`src/rtl/fabric_store_queue.sv`:
```
// -----------------------------------------------------------------------------
// fabric_store_queue
//
// Collects store addresses and store data from two independent streams. Each
// stream has its own FIFO. When both FIFOs hold an entry, one address and one
// data word are paired into a single memory write. The block then waits for
// the write acknowledge and emits one completion token. Only one write is in
// flight at any time.
//
// Parameters:
//   DATA_WIDTH  store data width (>= 1)
//   ADDR_WIDTH  store address width (>= 1)
//   DEPTH       entries per input FIFO (power of two, >= 2)
//
// Ports:
//   clk, rst                          clock; synchronous active-high reset
//   addr_valid/ready/data             store address stream (in)
//   wdata_valid/ready/data            store data stream (in)
//   mem_req_valid/ready/addr/data     memory write request (out)
//   mem_resp_valid/ready              memory write acknowledge (in)
//   done_valid/ready/data             completion token (out); data is always 0
//   busy                              high while a write is in flight or
//                                     either FIFO holds entries
//   store_count                       completed store count, 16-bit wrapping
//                                     (only with FABRIC_STORE_QUEUE_STATS_EN)
//
// Build option: define FABRIC_STORE_QUEUE_STATS_EN to add store_count.
// -----------------------------------------------------------------------------
module fabric_store_queue #(
  parameter int DATA_WIDTH = 32,
  parameter int ADDR_WIDTH = 32,
  parameter int DEPTH      = 4
) (
  input  logic                  clk,
  input  logic                  rst,
  input  logic                  addr_valid,
  output logic                  addr_ready,
  input  logic [ADDR_WIDTH-1:0] addr_data,
  input  logic                  wdata_valid,
  output logic                  wdata_ready,
  input  logic [DATA_WIDTH-1:0] wdata_data,
  output logic                  mem_req_valid,
  input  logic                  mem_req_ready,
  output logic [ADDR_WIDTH-1:0] mem_req_addr,
  output logic [DATA_WIDTH-1:0] mem_req_data,
  input  logic                  mem_resp_valid,
  output logic                  mem_resp_ready,
  output logic                  done_valid,
  input  logic                  done_ready,
  output logic                  done_data,
  output logic                  busy
`ifdef FABRIC_STORE_QUEUE_STATS_EN
  ,
  output logic [15:0]           store_count
`endif
);

  localparam int PTR_W = $clog2(DEPTH);
  localparam logic [PTR_W:0] PTR_ONE = {{PTR_W{1'b0}}, 1'b1};

  typedef enum logic [1:0] {
    ST_IDLE,
    ST_REQ,
    ST_RESP,
    ST_DONE
  } state_e;

  state_e state_q, state_d;

  logic [ADDR_WIDTH-1:0] addr_mem  [DEPTH];
  logic [DATA_WIDTH-1:0] wdata_mem [DEPTH];

  // Pointers carry one extra wrap bit so full and empty are distinguishable.
  logic [PTR_W:0] addr_wr_q, addr_rd_q;
  logic [PTR_W:0] wdata_wr_q, wdata_rd_q;

  logic [ADDR_WIDTH-1:0] req_addr_q, req_addr_d;
  logic [DATA_WIDTH-1:0] req_data_q, req_data_d;

  logic addr_empty, addr_full, wdata_empty, wdata_full;
  logic addr_push, wdata_push, pop;

  assign addr_empty  = (addr_wr_q == addr_rd_q);
  assign addr_full   = (addr_wr_q[PTR_W] != addr_rd_q[PTR_W]) &&
                       (addr_wr_q[PTR_W-1:0] == addr_rd_q[PTR_W-1:0]);
  assign wdata_empty = (wdata_wr_q == wdata_rd_q);
  assign wdata_full  = (wdata_wr_q[PTR_W] != wdata_rd_q[PTR_W]) &&
                       (wdata_wr_q[PTR_W-1:0] == wdata_rd_q[PTR_W-1:0]);

  // Ready reflects occupancy at the start of the cycle only, so a pop in the
  // same cycle never opens a slot early and there is no ready->pop path.
  assign addr_ready  = !addr_full;
  assign wdata_ready = !wdata_full;
  assign addr_push   = addr_valid && addr_ready;
  assign wdata_push  = wdata_valid && wdata_ready;

  // Pairing happens only from IDLE, which also bounds in-flight writes to one.
  assign pop = (state_q == ST_IDLE) && !addr_empty && !wdata_empty;

  assign mem_req_addr = req_addr_q;
  assign mem_req_data = req_data_q;
  assign done_data    = 1'b0;
  assign busy         = (state_q != ST_IDLE) || !addr_empty || !wdata_empty;

  always_comb begin
    // NOTE: every signal driven here gets a default first so no path leaves
    // it unassigned, which would otherwise infer a latch.
    state_d        = state_q;
    req_addr_d     = req_addr_q;
    req_data_d     = req_data_q;
    mem_req_valid  = 1'b0;
    mem_resp_ready = 1'b0;
    done_valid     = 1'b0;
    unique case (state_q)
      ST_IDLE: begin
        if (pop) begin
          req_addr_d = addr_mem[addr_rd_q[PTR_W-1:0]];
          req_data_d = wdata_mem[wdata_rd_q[PTR_W-1:0]];
          state_d    = ST_REQ;
        end
      end
      ST_REQ: begin
        mem_req_valid = 1'b1;
        if (mem_req_ready) state_d = ST_RESP;
      end
      ST_RESP: begin
        mem_resp_ready = 1'b1;
        if (mem_resp_valid) state_d = ST_DONE;
      end
      ST_DONE: begin
        done_valid = 1'b1;
        if (done_ready) state_d = ST_IDLE;
      end
      default: state_d = ST_IDLE;
    endcase
  end

  // NOTE: FIFO storage has no reset; the pointers alone define which entries
  // are valid, so clearing the array would only cost reset fan-out.
  always_ff @(posedge clk) begin
    if (addr_push)  addr_mem[addr_wr_q[PTR_W-1:0]]   <= addr_data;
    if (wdata_push) wdata_mem[wdata_wr_q[PTR_W-1:0]] <= wdata_data;
  end

  always_ff @(posedge clk) begin
    // NOTE: state registers use non-blocking assignments so every flop
    // samples pre-edge values regardless of statement order.
    if (rst) begin
      state_q    <= ST_IDLE;
      addr_wr_q  <= '0;
      addr_rd_q  <= '0;
      wdata_wr_q <= '0;
      wdata_rd_q <= '0;
      req_addr_q <= '0;
      req_data_q <= '0;
    end else begin
      state_q    <= state_d;
      req_addr_q <= req_addr_d;
      req_data_q <= req_data_d;
      if (addr_push)  addr_wr_q  <= addr_wr_q + PTR_ONE;
      if (wdata_push) wdata_wr_q <= wdata_wr_q + PTR_ONE;
      if (pop) begin
        addr_rd_q  <= addr_rd_q + PTR_ONE;
        wdata_rd_q <= wdata_rd_q + PTR_ONE;
      end
    end
  end

`ifdef FABRIC_STORE_QUEUE_STATS_EN
  logic [15:0] store_count_q;

  // Counts completed done handshakes; wraps naturally at 16 bits.
  always_ff @(posedge clk) begin
    if (rst) begin
      store_count_q <= '0;
    end else if (done_valid && done_ready) begin
      store_count_q <= store_count_q + 16'd1;
    end
  end

  assign store_count = store_count_q;
`endif

endmodule

```
`config.mk`:
```
export PLATFORM = sky130hd
export DESIGN_NAME = fabric_store_queue
export DESIGN_NICKNAME = d
export VERILOG_FILES = /design/src/rtl/fabric_store_queue.sv
export SDC_FILE = /design/constraint.sdc
export NUM_CORES = 1
export LEC_CHECK = 0
export ABC_AREA = 1
export CORE_ASPECT_RATIO = 0.8
export CORE_MARGIN = 2
export CORE_UTILIZATION = 40
export CTS_CLUSTER_DIAMETER = 30
export DETAILED_ROUTE_END_ITERATION = 10
export PLACE_DENSITY = 0.61
export SKIP_CTS_REPAIR_TIMING = 1
export SLEW_MARGIN = 40
export SYNTH_ARGS = -nofsm -noshare
export SYNTH_HDL_FRONTEND = slang
export SYNTH_SLANG_ARGS = --single-unit
```
`constraint.sdc`:
```
create_clock -name clk -period 6.9 [get_ports clk]
set_input_delay 1.38 -clock clk [delete_from_list [all_inputs] [get_ports clk]]
set_output_delay 1.38 -clock clk [all_outputs]
set_load 0.02 [all_outputs]
```
==> reports/qor.csv, run 1 <==
stage,metric,value,unit
critical_path,Crit Path Max Fanout,34,
place,placed cell area,14700,µm²
yosys,"EDFF count, synth",256,
yosys,"FFs w/ async S/R, synth",0,
power,sw frac,0.298,
timing,Setup-failing EPs final,0,
global_route,wire length of the first global-routing pass,43300,µm
clocking,CTS buffer count,60,
critical_path,cell family with most CP delay,buffers and inverters,
final_layout,most frequent cells in the layout,"edfxtp_1, o21ai_0, clkdlybuf4s50_1",
global_route,initial antenna violation count,2,
place,Inst Count DP,1546,
timing,worst slew pin tran,0.798,ns
power,Pwr Total,7.09,mW
worst_hold_path,worst hold path class,register to register,
floorplan,chip width,203,µm
final_layout,"most common cell after layout, fill and taps aside",edfxtp_1,
timing,Slew HR,0.468,
clocking,clk sinks,334,
timing,clk_skew,0.0187,ns
clocking,Worst-Skew Late Latency,0.56,ns
timing,max-slew violation count,0,
timing,final period utilization,0.571,
timing,RSZ-0062 raised after global routing,false,
route,Post-DRT Antenna Nets,0,
route,detailed-route vias per instance,4.88,
timing,final setup TNS,0,ns
timing,Final Hold Viols,0,
floorplan,core area,31400,µm²
critical_path,CP max-delay cell,clkdlybuf4s50_1,
power,Int Power,4.98,mW
worst_hold_path,hold path start,mem_req_addr[22]$_SDFFE_PP0P_,
global_route,largest net degree at the start of global routing,76,
timing,Period minus WS final,3.94,ns
critical_path,CP Capture Type,output port,
yosys,syn_area_per_cell,12.4,µm²
final_layout,share of layout cells above drive strength 1,0.122,
critical_path,r2r endpoint,wdata_mem[3][10]$_DFFE_PP_,
clocking,Root Buffer,clkbuf_16,
floorplan,Rows,58,
route,final wirelength,27400,µm
place,port bufs,140,
yosys,Synth Instances,1026,
critical_path,Crit path top cell by count,nand2_1,
power,Peak VDD IR,0.200,mV
floorplan,DIE AREA,33200,µm²
clocking,Max clock buf depth,3,
yosys,dominant synthesized flop cell,edfxtp_1,
floorplan,die height,163,µm
critical_path,Reg2Reg Depth,7,
critical_path,worst endpoint required time,5.52,ns
route,routed len/inst,16.5,µm
yosys,syn nets,1111,
floorplan,Top Ports,142,
final_layout,synthesis-to-finish area growth,32.6,%
power,Comb pwr share,0.228,
global_route,via count of the first global-routing pass,7996,
power,power share of the sequential group,0.346,
final_layout,final cell count without fillers,1661,
yosys,sequential area share after synthesis,0.729,
power,Leak Pwr,5.88,nW
route,# DRC,0,
critical_path,flop2flop setup slack,4.39,ns
final_layout,# nets final,1273,
floorplan,initial core utilization,0.405,
critical_path,Worst Setup Start Kind,register,
worst_hold_path,hold path depth,2,
critical_path,critical path arrival,2.56,ns
critical_path,peak per-stage delay on the critical path,0.55,ns
global_route,gr usage total,0.165,
route,drt pass-1 iters,4,
power,switching pwr,2.11,mW
yosys,"FF+latch count, synth",334,
clocking,H-tree depth,2,
place,Placer Congestion,0.711,
critical_path,Crit path buffers/inverters,2,
global_route,global route total overflow,0,
power,Power Density,421,nW/µm²
yosys,Yosys warnings,0,
job,max-cap viol count,0,
route,routed vias,8098,
yosys,post-synth cell types,30,
clocking,CTS tree,built,
run_status,status,finished clean,
route,DRT iter0 DRCs,506,
critical_path,cell breakdown of the critical path,"inv_2, nand2_1, nand2_1, nand3_2, or3_1, clkdlybuf4s50_1",
yosys,Synth Cell Area,12700,µm²
final_layout,Final Cell Area,16800,µm²
timing,Max Clk Rate,254,MHz
place,post-detail-place hpwl,16600,µm
critical_path,critical path type,register to output port,
clocking,"Reg clk slew, reported paths",0.05,ns
worst_hold_path,Min-Delay Endpoint,mem_req_addr[22]$_SDFFE_PP0P_,
critical_path,RR Startpoint,wdata_rd_q[1]$_SDFFE_PP0P_,
power,power share of the clock group,0.426,
[layer usage]
metal,part of all wire,vias up,global-route usage
met4,0.011,2,0.0451
li1,-,4034,-
met5,0.00047,-,0
met1,0.47,3881,0.226
met2,0.47,152,0.263
met3,0.053,29,0.0427
[registers in the layout, indices dropped and copies added, names as in the netlist]
name          flops
mem_req_data     32
addr_rd_q         3
wdata_wr_q        3
addr_mem        128
state_q           2
wdata_rd_q        3
addr_wr_q         3
wdata_mem       128
mem_req_addr     32
[synth_stat cells (13+ instances only)]
library cell,instances,area share
nor2_1,139,0.041
dfxtp_1,78,0.12
ha_1,14,0.014
a21oi_1,74,0.029
inv_1,93,0.028
clkbuf_1,36,0.011
buf_2,13,0.0051
nand2_1,20,0.0059
o22ai_1,64,0.032
o21ai_1,41,0.016
o21ai_0,162,0.064
edfxtp_1,256,0.61
[logic make-up (layout without fill, tap and decap cells)]
logic type / Yosys count / in the layout / synth area share
buffers and inverters: 158 / 372 / 0.0563
adders and majority gates: 14 / 14 / 0.0138
DFF: 334 / 334 / 0.729
other: 1 / 2 / 0.000295
AOI/OAI and AO/OA: 344 / 344 / 0.143
and+or+nand+nor: 170 / 170 / 0.0537
xor gates and xnor gates: 5 / 5 / 0.00463
[worst register-to-register path, cell delays in order, from the launching register on]
cell and delay [ns]:
dfxtp_1 0.31, buf_4 0.36, xnor2_1 0.17, nand4_1 0.14, nand2_1 0.34, nor2_4 0.47
buf_8 0.24, buf_6 0.19
[cell type report]
| class | instances | area [µm²] |
|---|---|---|
| Antenna cell | 1 | 2.50 |
| Clock buffer | 69 | 1580 |
| Clock inverter | 45 | 551 |
| Fill cell | 2663 | 14500 |
| Inverter | 94 | 358 |
| Multi-Input combinational cell | 534 | 2790 |
| Sequential cell | 334 | 9250 |
| Tap cell | 420 | 526 |
| Timing Repair Buffer | 164 | 1770 |
[power groups by stage]
| stage | Combinational (mW) | Clock [mW] | Sequential [mW] |
|---|---|---|---|
| 2_1_floorplan | 1.00 | 0 | 2.61 |
| 3_3_place_gp | 1.56 | 0 | 2.49 |
| 3_5_place_dp | 1.64 | 0 | 2.49 |
| 4_1_cts | 1.65 | 3.08 | 2.46 |
| 5_1_grt | 1.81 | 3.18 | 2.47 |
| 6_report | 1.62 | 3.02 | 2.45 |
[per-stage QoR]
stage / utilization / hold WS (ns) / setup WS [ns]
after floorplan: - / 0.470 / 3.54
after global placement: 0.458 / 0.431 / 3.41
after detailed placement: 0.469 / 0.436 / 3.48
after CTS: 0.537 / 0.445 / 2.87
after global routing: 0.537 / 0.462 / 2.77
final: 0.537 / 0.442 / 2.96
[worst max-delay path by stage]
| stage | cells past startpoint | slack [ns] | endpoint | startpoint |
|---|---|---|---|---|
| after global routing | 6 | 2.77 | busy | addr_rd_q[1]$_SDFFE_PP0P_ |
| final | 6 | 2.96 | busy | addr_rd_q[1]$_SDFFE_PP0P_ |
| after CTS | 6 | 2.87 | busy | addr_rd_q[1]$_SDFFE_PP0P_ |
| after global placement | 3 | 3.41 | wdata_mem[3][12]$_DFFE_PP_ | wdata_valid |
| after floorplan | 2 | 3.54 | wdata_mem[3][0]$_DFFE_PP_ | wdata_valid |
| after detailed placement | 6 | 3.48 | busy | addr_rd_q[1]$_SDFFE_PP0P_ |
Power figures use the tool's default switching activity.
==> inputs of run 2 (changes only) <==
==> constraint.sdc (replaced) <==
create_clock -name clk -period 3.86 [get_ports clk]
set_input_delay 0.772 -clock clk [delete_from_list [all_inputs] [get_ports clk]]
set_output_delay 0.772 -clock clk [all_outputs]
set_load 0.02 [all_outputs]
==> reports/qor.csv, run 2 (same netlist as run 1, synthesis figures left out) <==
stage,metric,value,unit,change
clocking,Worst-Skew Late Latency,0.56,ns,about the same
floorplan,initial core utilization,0.405,,unchanged
timing,final period utilization,0.792,,
place,post-detail-place hpwl,14900,µm,was 16600 µm
timing,worst slew pin tran,0.807,ns,was 0.798 ns
timing,"Worst Setup Slack, final",0.804,ns,was 2.96 ns
clocking,CTS buffer count,60,,unchanged
floorplan,Rows,58,,unchanged
timing,clk_skew,0.0176,ns,was 0.0187 ns
final_layout,# nets final,1266,,was 1273
global_route,via count of the first global-routing pass,7905,,was 7996
power,Power Density,770,nW/µm²,was 421 nW/µm²
critical_path,Crit Path Max Fanout,5,,was 34
critical_path,worst endpoint required time,3.09,ns,was 5.52 ns
global_route,initial antenna violation count,1,,was 2
route,routed vias,8047,,was 8098
timing,max-slew violation count,0,,unchanged
timing,Slew HR,0.462,,was 0.468
clocking,CTS tree,built,,unchanged
global_route,largest net degree at the start of global routing,67,,was 76
critical_path,critical path arrival,2.28,ns,was 2.56 ns
clocking,clk sinks,334,,unchanged
clocking,"Reg clk slew, reported paths",0.05,ns,about the same
power,Pwr Total,12.8,mW,was 7.09 mW
place,port bufs,140,,unchanged
power,Leak Pwr,5.82,nW,was 5.88 nW
job,max-cap viol count,0,,unchanged
global_route,gr usage total,0.166,,was 0.165
final_layout,most frequent cells in the layout,"edfxtp_1, o21ai_0, clkdlybuf4s50_1",,unchanged
floorplan,Top Ports,142,,unchanged
clocking,Root Buffer,clkbuf_16,,unchanged
route,detailed-route vias per instance,4.87,,was 4.88
final_layout,share of layout cells above drive strength 1,0.115,,was 0.122
clocking,H-tree depth,2,,unchanged
final_layout,ant diodes,0,,was 1
route,routed len/inst,16.6,µm,was 16.5 µm
worst_hold_path,worst hold path class,register to register,,unchanged
power,Peak VDD IR,0.513,mV,was 0.200 mV
final_layout,"most common cell after layout, fill and taps aside",edfxtp_1,,unchanged
critical_path,CP Capture Type,output port,,unchanged
floorplan,chip width,203,µm,unchanged
run_status,status,finished clean,,unchanged
route,# DRC,0,,unchanged
global_route,wire length of the first global-routing pass,43100,µm,was 43300 µm
critical_path,critical path type,register to output port,,unchanged
place,Placer Congestion,0.706,,was 0.711
timing,final setup TNS,0,ns,unchanged
timing,Setup-failing EPs final,0,,unchanged
timing,Max Clk Rate,327,MHz,
floorplan,die height,163,µm,unchanged
global_route,global route total overflow,0,,unchanged
floorplan,DIE AREA,33200,µm²,unchanged
place,pre-CTS setup slack,1.30,ns,was 3.48 ns
route,Post-DRT Antenna Nets,0,,unchanged
final_layout,synthesis-to-finish area growth,31.3,%,was 32.6%
route,DRT iter0 DRCs,472,,was 506
timing,Final Hold Viols,0,,unchanged
clocking,Max clock buf depth,3,,unchanged
critical_path,Worst Setup Start Kind,register,,unchanged
route,final wirelength,27500,µm,was 27400 µm
route,drt pass-1 iters,4,,unchanged
timing,Period minus WS final,3.06,ns,
floorplan,core area,31400,µm²,unchanged
timing,RSZ-0062 raised after global routing,false,,unchanged
-- run 2: worst paths after layout --
path                                 from                       endpoint  slack (ns)  cells past startpoint
max               state_q[0]$_SDFFE_PP0P_                           busy        0.80                      5
min          mem_req_addr[0]$_SDFFE_PP0P_   mem_req_addr[0]$_SDFFE_PP0P_        0.44                      2
max reg2reg     addr_wr_q[1]$_SDFFE_PP0P_  mem_req_data[16]$_SDFFE_PP0P_        1.62                      8
min reg2reg  mem_req_addr[0]$_SDFFE_PP0P_   mem_req_addr[0]$_SDFFE_PP0P_        0.44                      2
-- run 2: per-layer routing --
layer	track usage	up-vias	part of all wire
li1	-	3998	-
met1	0.222	3845	0.46
met2	0.269	176	0.48
met3	0.0405	28	0.052
met4	0.0491	0	0.012
met5	0	-	0
-- run 2: area by class of cell --
type | count | area (µm²)
clock buffer | 68 | 1570
tap | 420 | 526
fill | 2684 | 14700
clock inverter | 44 | 623
timing repair buffer | 157 | 1540
sequential | 334 | 9250
inverter | 94 | 358
multi-input combinational | 534 | 2790
-- run 2: stage by stage --
stage,hold slack (ns),area [µm²],instances,util
final,0.442,16700,1651,0.531
after global routing,0.464,16700,1651,0.531
after CTS,0.446,16700,1651,0.531
after detailed placement,0.438,14500,1539,0.461
after global placement,0.433,14500,1539,0.461
after floorplan,0.470,12700,1026,-
-- run 2: report_power, final --
group / internal (mW) / switching, mW
Sequential: 4.25 / 0.143
Clock: 3.86 / 1.75
Combinational: 0.979 / 1.85
Total: 9.09 / 3.74
-- run 2: critical path, stage by stage (launching register included) --
cell	delay, ns
dfxtp_1	0.32
inv_1	0.10
ha_1	0.29
inv_1	0.08
or3_1	0.39
clkdlybuf4s50_1	0.55
